==> src/rtl/bs_result_uart_tx.sv <==
// rtl/bs_result_uart_tx.sv - round-robin result collector, FIFO and 8N1 UART frame sender (optional checksum byte: RESULT_FRAME_CHECKSUM_EN)
module bs_result_uart_tx #(
    parameter int BSMODS       = 4,
    parameter int CLKS_PER_BIT = 868,
    parameter int FIFO_DEPTH   = 8
) (
    input  logic                          clock,
    input  logic                          reset,
    input  logic [BSMODS-1:0]             res_valid,
    input  logic [BSMODS*64-1:0]          res_data,
    output logic [BSMODS-1:0]             res_ack,
    output logic                          TX,
    output logic                          tx_busy,
    output logic [$clog2(FIFO_DEPTH):0]   fifo_count
);

    localparam int PW   = (BSMODS > 1) ? $clog2(BSMODS) : 1;
    localparam int AW   = $clog2(FIFO_DEPTH);
    localparam int CNTW = AW + 1;
    localparam int CW   = (CLKS_PER_BIT > 1) ? $clog2(CLKS_PER_BIT) : 1;
`ifdef RESULT_FRAME_CHECKSUM_EN
    localparam int FRAME_BYTES = 9;
`else
    localparam int FRAME_BYTES = 8;
`endif

    typedef enum logic [1:0] {IDLE, START, DATA, STOP} state_t;

    state_t          state, state_next;
    logic [PW-1:0]   rr_ptr, grant_idx, cand;
    logic            found, push, pop, full, empty, can_push;
    logic [63:0]     push_data;
    logic [63:0]     mem [FIFO_DEPTH];
    logic [AW-1:0]   wr_ptr, rd_ptr;
    logic [CNTW-1:0] count;
    logic [CW-1:0]   bit_cnt;
    logic [2:0]      bit_idx;
    logic [3:0]      byte_idx;
    logic [63:0]     frame;
    logic [7:0]      cur_byte;
    logic            tick, last_byte;

    assign full     = (count == CNTW'(FIFO_DEPTH));
    assign empty    = (count == '0);
    assign pop      = (state == IDLE) && !empty;
    // A pop in the same cycle frees a slot, so a full FIFO may still accept a push.
    assign can_push = !full || pop;

    always_comb begin
        found     = 1'b0;
        grant_idx = '0;
        cand      = '0;
        for (int i = 0; i < BSMODS; i++) begin
            cand = PW'((int'(rr_ptr) + i) % BSMODS);
            if (!found && res_valid[cand]) begin
                found     = 1'b1;
                grant_idx = cand;
            end
        end
    end

    always_comb begin
        push_data = '0;
        for (int k = 0; k < BSMODS; k++) begin
            if (grant_idx == PW'(k)) push_data = res_data[k*64 +: 64];
        end
    end

    assign push    = found && can_push && !reset;
    assign res_ack = push ? (BSMODS'(1) << grant_idx) : '0;

    always_ff @(posedge clock) begin
        if (reset) begin
            rr_ptr <= '0;
        end else if (push) begin
            rr_ptr <= (int'(grant_idx) == BSMODS - 1) ? '0 : grant_idx + 1'b1;
        end
    end

    always_ff @(posedge clock) begin
        if (push) mem[wr_ptr] <= push_data;
    end

    always_ff @(posedge clock) begin
        if (reset) begin
            wr_ptr <= '0;
            rd_ptr <= '0;
            count  <= '0;
        end else begin
            if (push) wr_ptr <= wr_ptr + 1'b1;
            if (pop)  rd_ptr <= rd_ptr + 1'b1;
            case ({push, pop})
                2'b10:   count <= count + 1'b1;
                2'b01:   count <= count - 1'b1;
                default: count <= count;
            endcase
        end
    end

    assign tick      = (bit_cnt == CW'(CLKS_PER_BIT - 1));
    assign last_byte = (byte_idx == 4'(FRAME_BYTES - 1));

`ifdef RESULT_FRAME_CHECKSUM_EN
    logic [7:0] csum;
    always_comb begin
        csum = '0;
        for (int k = 0; k < 8; k++) csum = csum ^ frame[k*8 +: 8];
    end
    assign cur_byte = byte_idx[3] ? csum : frame[{byte_idx[2:0], 3'b000} +: 8];
`else
    assign cur_byte = frame[{byte_idx[2:0], 3'b000} +: 8];
`endif

    always_ff @(posedge clock) begin
        if (reset) state <= IDLE;
        else       state <= state_next;
    end

    always_comb begin
        state_next = state;
        case (state)
            IDLE:  if (!empty)                  state_next = START;
            START: if (tick)                    state_next = DATA;
            DATA:  if (tick && bit_idx == 3'd7) state_next = STOP;
            STOP:  if (tick)                    state_next = last_byte ? IDLE : START;
            default:                            state_next = IDLE;
        endcase
    end

    always_ff @(posedge clock) begin
        if (reset) begin
            bit_cnt  <= '0;
            bit_idx  <= '0;
            byte_idx <= '0;
            frame    <= '0;
        end else begin
            if (state == IDLE) bit_cnt <= '0;
            else               bit_cnt <= tick ? '0 : bit_cnt + 1'b1;
            if (pop) begin
                frame    <= mem[rd_ptr];
                byte_idx <= '0;
                bit_idx  <= '0;
            end
            if (state == DATA && tick) bit_idx  <= bit_idx + 1'b1;
            if (state == STOP && tick) byte_idx <= byte_idx + 1'b1;
        end
    end

    always_comb begin
        TX = 1'b1;
        case (state)
            START:   TX = 1'b0;
            DATA:    TX = cur_byte[bit_idx];
            default: TX = 1'b1;
        endcase
    end

    assign tx_busy    = (state != IDLE) || !empty;
    assign fifo_count = count;

endmodule
==> config.mk <==
export PLATFORM = sky130hd
export DESIGN_NAME = bs_result_uart_tx
export DESIGN_NICKNAME = d
export VERILOG_FILES = /design/src/rtl/bs_result_uart_tx.sv
export SDC_FILE = /design/constraint.sdc
export NUM_CORES = 1
export LEC_CHECK = 0
export CORE_ASPECT_RATIO = 0.7
export CORE_MARGIN = 2
export CORE_UTILIZATION = 60
export CTS_BUF_LIST = sky130_fd_sc_hd__clkbuf_2 sky130_fd_sc_hd__clkbuf_4 sky130_fd_sc_hd__clkbuf_8
export DETAILED_ROUTE_END_ITERATION = 7
export PLACE_DENSITY = 0.84
export SLEW_MARGIN = 20
export SYNTH_ARGS = -nofsm -noshare
export SYNTH_HDL_FRONTEND = slang
export SYNTH_SLANG_ARGS = --single-unit
==> constraint.sdc <==
create_clock -name clock -period 26.5 [get_ports clock]
set_input_delay 5.3 -clock clock [delete_from_list [all_inputs] [get_ports clock]]
set_output_delay 5.3 -clock clock [all_outputs]
set_load 0.01 [all_outputs]
==> results.json, run 1 <==
{
  "drive_gt1_frac": 0.175,
  "worstPathArrival_ns": 8.21,
  "syn_inst": 1563,
  "end_kind": "output pin",
  "grt_pass1_wl_mm": 87.4,
  "seq_area_sq_um": 17300,
  "grt_pass1_vias": 15300,
  "design_area_sq_um": 30200,
  "vias_per_cell": 6.16,
  "route.met3.wl_mm": 4.63,
  "crit_chain": "clkdlybuf4s50_1 -> mux2i_1 -> nor2_1 -> nor3_1 -> ha_2 -> buf_4 -> and2_1 -> clkdlybuf4s50_1",
  "cts_tree": "built",
  "skew_ns": 0.0269,
  "crit_type": "in2out",
  "clockRootBuffer": "clkbuf_8",
  "multi_input_area_sq_um": 7520,
  "io_pins": 272,
  "slew_headroom": 0.282,
  "cts-resized-gates": 0,
  "synth_seq_cells": 607,
  "first_iter_violations": 1521,
  "drc": 0,
  "core-area_sq_um": 41200,
  "dr.pass1.iters": 5,
  "diodes": 0,
  "dpl_cell_area_sq_um": 28400,
  "layout.nets": 2117,
  "hold_path_class": "reg2reg",
  "worstMarginPinSlew_ns": 1.07,
  "clkLatencyLatePin_ns": 0.64,
  "powerDensity_nw_per_um2": 92.3,
  "met1_length_mm": 23.8,
  "grt_max_degree": 103,
  "num_vias": 15100,
  "cp-start-kind": "primary input",
  "cpPeakStageDelay_ns": 0.64,
  "n_fill_cell": 2378,
  "setup_viol_count_final": 0,
  "antenna_found_initial": 0,
  "area_delta_synth_final_pct": 19.8,
  "port_buffers": 271,
  "slowest_stage": "buf_4",
  "drv_slew": 0,
  "dr_wl_met2_mm": 27.6,
  "synth_warnings": 0,
  "setup-tns-final_ns": 0,
  "p_leak_nw": 9.71,
  "gp_congestion": 0.822,
  "antenna_left": 0,
  "route.top_layer_used": "met4",
  "final-hold-violation-count": 0,
  "syn_area_per_cell_sq_um": 16.1,
  "syn-cell-area_sq_um": 25200,
  "status": "completed",
  "ys_seq_area_frac": 0.685,
  "die_x_microns": 249,
  "post-route-period-util": 0.510,
  "fin_crit_ns": 13.51,
  "cp_common_cell": "clkdlybuf4s50_1",
  "post-cts-setup-buffers": 0,
  "initial_core_util": 0.612,
  "fmax_mhz": 74.0,
  "die-area_sq_um": 43700,
  "grt-ovfl-total": 0,
  "num_rows": 62,
  "cp_max_fo": 67,
  "rsz0062_at_grt": "false",
  "cap_violations": 0,
  "cts_buffer_depth": 3,
  "drt-wirelength-per-cell_microns": 23.3,
  "die_h_microns": 176,
  "cts.sinks": 607,
  "numCtsBuffers": 87,
  "clk_pin_slew_ns": 0.06,
  "dp_hpwl_mm": 35.1,
  "grt.total_usage": 0.264,
  "ys_types": 52,
  "htreeDepth": 3,
  "ir_worst_vdd_v": 0.0000510,
  "required_ns": 21.20,
  "finalWirelength_mm": 57.0,
  "postCtsHoldBufs": 0,
  "synthesis.nets": 1842
}
-- cell type report --
cell class	count	share of cell area
multi-input combinational	836	0.249
sequential	607	0.572
timing repair buffer	297	0.0972
tap	544	0.0225
clock buffer	126	0.0514
inverter	9	0.00120
clock inverter	33	0.00605
-- power breakdown --
group / leakage (nW) / switching, W / total [W] / internal [W]
Clock: 0.924 / 0.000335 / 0.000723 / 0.000387
Combinational: 3.28 / 0.000449 / 0.000743 / 0.000295
Sequential: 5.50 / 0.0000674 / 0.00132 / 0.00125
-- state kept, by name (all words and copies together), names as in the netlist --
register	count
bit_cnt	10
rd_ptr	3
wr_ptr	3
mem	512
fifo_count	4
state	2
rr_ptr	2
frame	64
byte_idx	4
bit_idx	3
-- critical path, delay by kind of cell --
family | cells | cell delay, ns
fa+ha+maj | 1 | 0.28
simple gates | 3 | 0.81
buf+inv | 3 | 1.64
mux | 1 | 0.17
-- per-stage QoR --
step | hold WS [ns] | util | power [W] | std cells | setup WS [ns]
floorplan | 0.430 | - | 0.00183 | 1563 | 13.29
global placement | 0.445 | 0.690 | 0.00204 | 2292 | 13.10
detailed placement | 0.456 | 0.690 | 0.00208 | 2292 | 12.99
CTS | 0.468 | 0.732 | 0.00280 | 2451 | 12.98
global route | 0.490 | 0.733 | 0.00292 | 2452 | 12.77
finish | 0.468 | 0.733 | 0.00279 | 2452 | 12.99
-- layout by cell type, fill, tap and decap left out, types with 15 or more instances in the layout --
master	count
dfxtp_1	92
clkbuf_8	97
nand2_1	81
a21oi_1	81
mux2i_1	72
clkdlybuf4s50_1	270
a22oi_1	64
clkbuf_4	29
o21ai_0	71
mux4_2	141
a211oi_1	65
buf_4	24
clkinv_1	15
nor2_1	154
edfxtp_1	512
-- synthesized netlist by cell type (all sizes together) --
master	instances	area (sq um)
xor2	8	70.1
o2bb2ai	1	8.76
and2	5	31.3
nand4	1	6.26
a41o	1	10.0
or3b	1	8.76
a311oi	1	8.76
nand3	13	65.1
mux2i	72	721
o22a	1	8.76
inv	9	33.8
o211ai	2	20.0
nor3	6	30.0
mux4	145	3280
nand3b	2	15.0
a21oi	81	405
o21ai	74	370
ha	17	213
or3	2	12.5
or2	1	6.26
nand4b	1	15.0
nor4	3	18.8
dfxtp	95	1900
a21boi	1	7.51
nor2	155	582
a31oi	3	18.8
nand2b	4	32.5
edfxtp	512	15400
a21o	1	7.51
buf	44	211
xnor2	8	70.1
o21a	1	7.51
nor3b	4	30.0
a221oi	1	8.76
nor4b	2	17.5
nor2b	4	25.0
a22oi	64	480
clkbuf	67	253
and3b	1	8.76
and3	2	12.5
nand2	81	304
and4b	1	10.0
a211oi	65	488
-- worst paths after layout --
| kind | from | to | slack, ns | cells past startpoint |
|---|---|---|---|---|
| setup / recovery | res_valid[0] | res_ack[1] | 12.99 | 8 |
| hold / removal | byte_idx[3]$_SDFFE_PP0P_ | byte_idx[3]$_SDFFE_PP0P_ | 0.47 | 1 |
| setup reg to reg | state[0]$_SDFFE_PP0P_ | mem[6][35]$_DFFE_PP_ | 22.42 | 8 |
| hold reg to reg | byte_idx[3]$_SDFFE_PP0P_ | byte_idx[3]$_SDFFE_PP0P_ | 0.47 | 1 |
-- per-layer routing --
layer	vias to the layer above	global-route usage
met1	7571	0.377
met5	-	0
met2	705	0.432
li1	6760	-
met3	80	0.0437
met4	0	0.0689
-- kinds of logic (layout without fill, tap and decap cells) --
family | Yosys count | after routing | share of synthesized area
muxes | 217 | 217 | 0.159
adders and majority gates | 17 | 17 | 0.00844
and+or+nand+nor | 289 | 289 | 0.0488
DFF | 607 | 607 | 0.685
xor gates and xnor gates | 16 | 16 | 0.00556
AOI/OAI and AO/OA | 297 | 297 | 0.0734
buffers and inverters | 120 | 465 | 0.0198
No activity file was read; power rests on OpenSTA's default activity.
==> inputs of run 2 (changes only) <==
--- a/config.mk
+++ b/config.mk
@@ -7,10 +7,10 @@
 export LEC_CHECK = 0
 export CORE_ASPECT_RATIO = 0.7
 export CORE_MARGIN = 2
-export CORE_UTILIZATION = 60
+export CORE_UTILIZATION = 59
 export CTS_BUF_LIST = sky130_fd_sc_hd__clkbuf_2 sky130_fd_sc_hd__clkbuf_4 sky130_fd_sc_hd__clkbuf_8
 export DETAILED_ROUTE_END_ITERATION = 7
-export PLACE_DENSITY = 0.84
+export PLACE_DENSITY = 0.83
 export SLEW_MARGIN = 20
 export SYNTH_ARGS = -nofsm -noshare
 export SYNTH_HDL_FRONTEND = slang
==> constraint.sdc (replaced) <==
create_clock -name clock -period 13.1 [get_ports clock]
set_input_delay 2.62 -clock clock [delete_from_list [all_inputs] [get_ports clock]]
set_output_delay 2.62 -clock clock [all_outputs]
set_load 0.01 [all_outputs]
==> results.json, run 2 (synthesis results as in run 1) <==
{
  "cap_violations": 0,
  "vias_per_cell": 6.14,
  "initial_core_util": 0.597,
  "crit_chain": "clkdlybuf4s50_1 -> mux2i_1 -> nor2_1 -> nor3_1 -> inv_1 -> ha_4 -> and2_1 -> clkdlybuf4s50_1",
  "hold_path_class": "reg2reg",
  "status": "completed",
  "rrSetupSlack_ns": 9.02,
  "powerDensity_nw_per_um2": 186,
  "worstMarginPinSlew_ns": 1.13,
  "cts.sinks": 607,
  "numCtsBuffers": 87,
  "cts_tree": "built",
  "n_fill_cell": 2505,
  "grt-ovfl-total": 0,
  "io_pins": 272,
  "final-hold-violation-count": 0,
  "core-area_sq_um": 42300,
  "end_kind": "output pin",
  "drv_slew": 0,
  "fmax_mhz": 127,
  "area_delta_synth_final_pct": 19.4,
  "htreeDepth": 3,
  "fin_crit_ns": 7.90,
  "whs_ns": 0.472,
  "die_h_microns": 177,
  "p_leak_nw": 9.65,
  "cp-start-kind": "primary input",
  "min_from": "byte_idx[3]$_SDFFE_PP0P_",
  "dp_hpwl_mm": 34.3,
  "num_vias": 15100,
  "antenna_left": 0,
  "drive_gt1_frac": 0.172,
  "grt.total_usage": 0.255,
  "grt_pass1_wl_mm": 85.1,
  "required_ns": 10.48,
  "cp_max_fo": 65,
  "min_to": "byte_idx[3]$_SDFFE_PP0P_",
  "reg2reg_from": "rr_ptr[1]$_SDFFE_PP0P_",
  "cpPeakStageDelay_ns": 0.54,
  "antenna_found_initial": 0,
  "skew_ns": 0.0175,
  "layout.nets": 2115,
  "final_common_cell": "edfxtp_1",
  "port_buffers": 271,
  "num_rows": 63,
  "cts_buffer_depth": 3,
  "cts-resized-gates": 0,
  "final_util": 0.712,
  "worstPathArrival_ns": 5.28,
  "grt_pass1_vias": 14800,
  "finalWirelength_mm": 56.0,
  "setup_viol_count_final": 0,
  "clk_pin_slew_ns": 0.06,
  "clkLatencyLatePin_ns": 0.65,
  "final_cell_mix": "512 x edfxtp_1, 270 x clkdlybuf4s50_1, 154 x nor2_1",
  "clockRootBuffer": "clkbuf_8",
  "largestRegisters": "mem (512), frame (64), bit_cnt (10)",
  "timing.rr.end": "mem[7][44]$_DFFE_PP_",
  "diodes": 0,
  "total_power_w": 0.00559,
  "die_x_microns": 251,
  "drt-wirelength-per-cell_microns": 22.8,
  "slowest_stage": "nor3_1",
  "dr.pass1.iters": 8,
  "setup-tns-final_ns": 0,
  "post-route-period-util": 0.603,
  "postCtsHoldBufs": 0,
  "largest_reg_flops": 512,
  "multi_input_area_sq_um": 7520,
  "ir_worst_vdd_v": 0.000196,
  "rsz0062_at_grt": "false",
  "die-area_sq_um": 44400,
  "crit_type": "in2out",
  "cp_common_cell": "clkdlybuf4s50_1",
  "drc": 0,
  "worstRegToRegCells": 9,
  "seq_area_sq_um": 17300,
  "gp_congestion": 0.842,
  "top_register": "mem",
  "post-cts-setup-buffers": 0,
  "grt_max_degree": 114,
  "first_iter_violations": 1428,
  "slew_headroom": 0.244,
  "min_path_cells": 1
}
-- run 2: cell count changes in the layout (fill, tap and decap cells not counted) --
cell	previous run	this run
clkbuf_8	97	90
clkbuf_4	29	35
clkinv_2	13	10
o21ai_0	71	73
o21ai_1	3	1
buf_12	1	0
buf_16	1	0
clkinvlp_4	3	4
inv_6	1	0
-- run 2: metal layers --
layer,global-route usage,part of all wire
met1,0.367,0.42
met2,0.403,0.48
met3,0.0526,0.088
met4,0.0717,0.019
met5,0,0
-- run 2: layout make-up --
type	count	share of cell area
clock inverters	30	0.00553
repair buffers	295	0.0960
clock buffers	125	0.0499
multi-input cells	836	0.250
flip-flops and latches	607	0.574
inverters	9	0.00121
well taps	552	0.0230
-- run 2: how the worst max path moves through the flow --
stage / start / endpoint / slack [ns]
CTS: res_valid[0] / res_ack[2] / 5.20
finish: res_valid[0] / res_ack[2] / 5.20
detailed placement: res_valid[0] / res_ack[2] / 5.21
global route: res_valid[0] / res_ack[2] / 4.96
global placement: res_valid[0] / res_ack[2] / 5.35
floorplan: reset / mem[4][0]$_DFFE_PP_ / 2.57
-- run 2: critical path, delay by kind of cell --
| kind | cells | cell delay [ns] |
|---|---|---|
| buffers and inverters | 3 | 1.15 |
| AND/OR/NAND/NOR | 3 | 0.86 |
| adder cells (fa/ha/maj) | 1 | 0.43 |
| multiplexers | 1 | 0.18 |
-- run 2: metrics by stage --
stage / instance area (sq um) / instances / setup WS [ns]
CTS: 30100 / 2454 / 5.20
global placement: 28400 / 2299 / 5.35
detailed placement: 28400 / 2299 / 5.21
global route: 30100 / 2454 / 4.96
finish: 30100 / 2454 / 5.20
floorplan: 25200 / 1563 / 2.57
-- run 2: power by group --
| group | leakage, nW | internal [W] | switching, W |
|---|---|---|---|
| combinational | 3.26 | 0.000597 | 0.000897 |
| sequential | 5.50 | 0.00254 | 0.000137 |
| clock | 0.885 | 0.000756 | 0.000670 |
==> inputs of run 3 (changes only) <==
--- a/config.mk
+++ b/config.mk
@@ -7,10 +7,10 @@
 export LEC_CHECK = 0
 export CORE_ASPECT_RATIO = 0.7
 export CORE_MARGIN = 2
-export CORE_UTILIZATION = 59
+export CORE_UTILIZATION = 53
 export CTS_BUF_LIST = sky130_fd_sc_hd__clkbuf_2 sky130_fd_sc_hd__clkbuf_4 sky130_fd_sc_hd__clkbuf_8
 export DETAILED_ROUTE_END_ITERATION = 7
-export PLACE_DENSITY = 0.83
+export PLACE_DENSITY = 0.79
 export SLEW_MARGIN = 20
 export SYNTH_ARGS = -nofsm -noshare
 export SYNTH_HDL_FRONTEND = slang
==> constraint.sdc (replaced) <==
create_clock -name clock -period 7.15 [get_ports clock]
set_input_delay 1.43 -clock clock [delete_from_list [all_inputs] [get_ports clock]]
set_output_delay 1.43 -clock clock [all_outputs]
set_load 0.01 [all_outputs]
==> results.json, run 3 (synthesis results as in run 1) <==
{
  "final_cell_mix": "512 x edfxtp_1, 270 x clkdlybuf4s50_1, 154 x nor2_1",
  "reg2reg_from": "rr_ptr[1]$_SDFFE_PP0P_",
  "dp_hpwl_mm": 34.6,
  "port_buffers": 271,
  "drc": 0,
  "rrSetupSlack_ns": 2.73,
  "area_delta_synth_final_pct": 20.4,
  "worstRegToRegCells": 12,
  "top_register": "mem",
  "whs_ns": 0.479,
  "drv_slew": 0,
  "grt-ovfl-total": 0,
  "io_pins": 272,
  "power_switching_w": 0.00316,
  "end_kind": "output pin",
  "required_ns": 5.72,
  "clockRootBuffer": "clkbuf_8",
  "die-area_sq_um": 49400,
  "grt.total_usage": 0.233,
  "crit_family": "buffers and inverters",
  "diodes": 0,
  "cap_violations": 0,
  "slew_headroom": 0.230,
  "p_int_w": 0.00721,
  "core-area_sq_um": 46700,
  "num_vias": 14800,
  "grt_pass1_wl_mm": 87.2,
  "comb_power_share": 0.270,
  "post-cts-setup-buffers": 0,
  "postCtsHoldBufs": 0,
  "switching_share": 0.305,
  "initial_core_util": 0.539,
  "drt-wirelength-per-cell_microns": 22.7,
  "rsz0062_at_grt": "false",
  "setup_viol_count_final": 0,
  "crit_type": "in2out",
  "timing.final.ws_setup_ns": 1.52,
  "pre_cts_slack_ns": 1.23,
  "cp_common_cell": "clkdlybuf4s50_1",
  "slowest_stage": "ha_2",
  "gp_congestion": 0.828,
  "clkLatencyLatePin_ns": 0.64,
  "status": "completed",
  "drive_gt1_frac": 0.178,
  "hold_path_class": "reg2reg",
  "grt_max_degree": 131,
  "final-hold-violation-count": 0,
  "finalWirelength_mm": 57.2,
  "cts_tree": "built",
  "die_h_microns": 186,
  "grt_pass1_vias": 14900,
  "cts_buffer_depth": 3,
  "worstPathArrival_ns": 4.20,
  "fmax_mhz": 178,
  "cts-resized-gates": 0,
  "layout.nets": 2118,
  "die_x_microns": 265,
  "cp-start-kind": "primary input",
  "final_common_cell": "edfxtp_1",
  "worstMarginPinSlew_ns": 1.14,
  "clk_pin_slew_ns": 0.06,
  "first_iter_violations": 1370,
  "largestRegisters": "mem (512), frame (64), bit_cnt (10)",
  "crit_chain": "clkdlybuf4s50_1 -> mux2i_1 -> nor2_1 -> nor3_1 -> ha_2 -> and2_1 -> clkdlybuf4s50_1",
  "place_inst": 2361,
  "cpPeakStageDelay_ns": 0.76,
  "dpl_cell_area_sq_um": 28600,
  "timing.rr.end": "mem[1][32]$_DFFE_PP_",
  "ir_worst_vdd_v": 0.000221,
  "min_path_cells": 1,
  "numCtsBuffers": 87,
  "htreeDepth": 3,
  "path_depth": 7,
  "min_to": "bit_cnt[0]$_SDFF_PP0_",
  "path_buf_inv": 2,
  "vias_per_cell": 5.89,
  "antenna_found_initial": 0,
  "min_from": "bit_cnt[0]$_SDFF_PP0_",
  "p_leak_nw": 9.73,
  "cts.sinks": 607,
  "largest_reg_flops": 512,
  "dr.pass1.iters": 5,
  "skew_ns": 0.0265,
  "clkPwrFrac": 0.261,
  "design_area_sq_um": 30300,
  "pwr-share-seq": 0.469,
  "post-route-period-util": 0.787,
  "antenna_left": 0,
  "finalNonFillerCells": 2521,
  "cp_max_fo": 27,
  "num_rows": 66,
  "powerDensity_nw_per_um2": 342,
  "fin_crit_ns": 5.63
}
[run 3: cell types whose count changed in the layout (fill, tap and decap cells not counted), moves of 2 or more]
cell,before,now
clkbuf_8,90,99
clkinv_1,15,9
buf_12,0,3
clkbuf_4,35,37
nor3b_2,2,0
nor3b_4,0,2
[run 3: worst register-to-register path, stage by stage (launching register included)]
cell and delay (ns):
dfxtp_1 0.38, a21oi_1 0.15, o21a_1 0.12, o22a_1 0.26
inv_1 0.10, ha_2 0.40, buf_4 0.46, nor2b_4 0.79
buf_12 0.30, a22oi_1 0.13, nor2_1 0.12, a21oi_1 0.05
o21ai_0 0.81
[run 3: metrics by stage]
| step | setup TNS (ns) | utilization | power [W] |
|---|---|---|---|
| final | 0 | 0.649 | 0.0104 |
| after global routing | 0 | 0.649 | 0.0109 |
| after CTS | 0 | 0.649 | 0.0104 |
| after detailed placement | 0 | 0.611 | 0.00772 |
| after global placement | 0 | 0.611 | 0.00757 |
| after floorplan | -382.21 | - | 0.00678 |
[run 3: metal layers]
metal	vias up	track usage	routed length (microns)
met4	0	0.0550	901
met3	63	0.0435	4520
met2	582	0.360	27000
met1	7441	0.348	24800
li1	6760	-	-
met5	-	0	0
[run 3: worst max path at each step]
stage / startpoint / slack, ns / end
final: res_valid[0] / 1.52 / res_ack[1]
after global routing: res_valid[0] / 1.31 / res_ack[1]
after CTS: res_valid[0] / 1.52 / res_ack[1]
after detailed placement: res_valid[0] / 1.23 / mem[3][32]$_DFFE_PP_
after global placement: res_valid[0] / 1.53 / mem[2][32]$_DFFE_PP_
after floorplan: reset / -2.19 / mem[4][0]$_DFFE_PP_
[run 3: power groups by stage]
stage               clock network [W]  logic, W  registers [W]
global placement                    0   0.00267        0.00490
CTS                           0.00275   0.00280        0.00486
finish                        0.00271   0.00280        0.00487
global route                  0.00290   0.00308        0.00490
detailed placement                  0   0.00278        0.00493
floorplan                           0   0.00196        0.00482
[run 3: layout make-up]
cell class,instances,area (sq um)
sequential,607,17300
fill,3190,16400
multi-input combinational,836,7540
timing repair buffer,298,2970
clock buffer,136,1640
tap,612,766
clock inverter,23,115
inverter,9,36.3
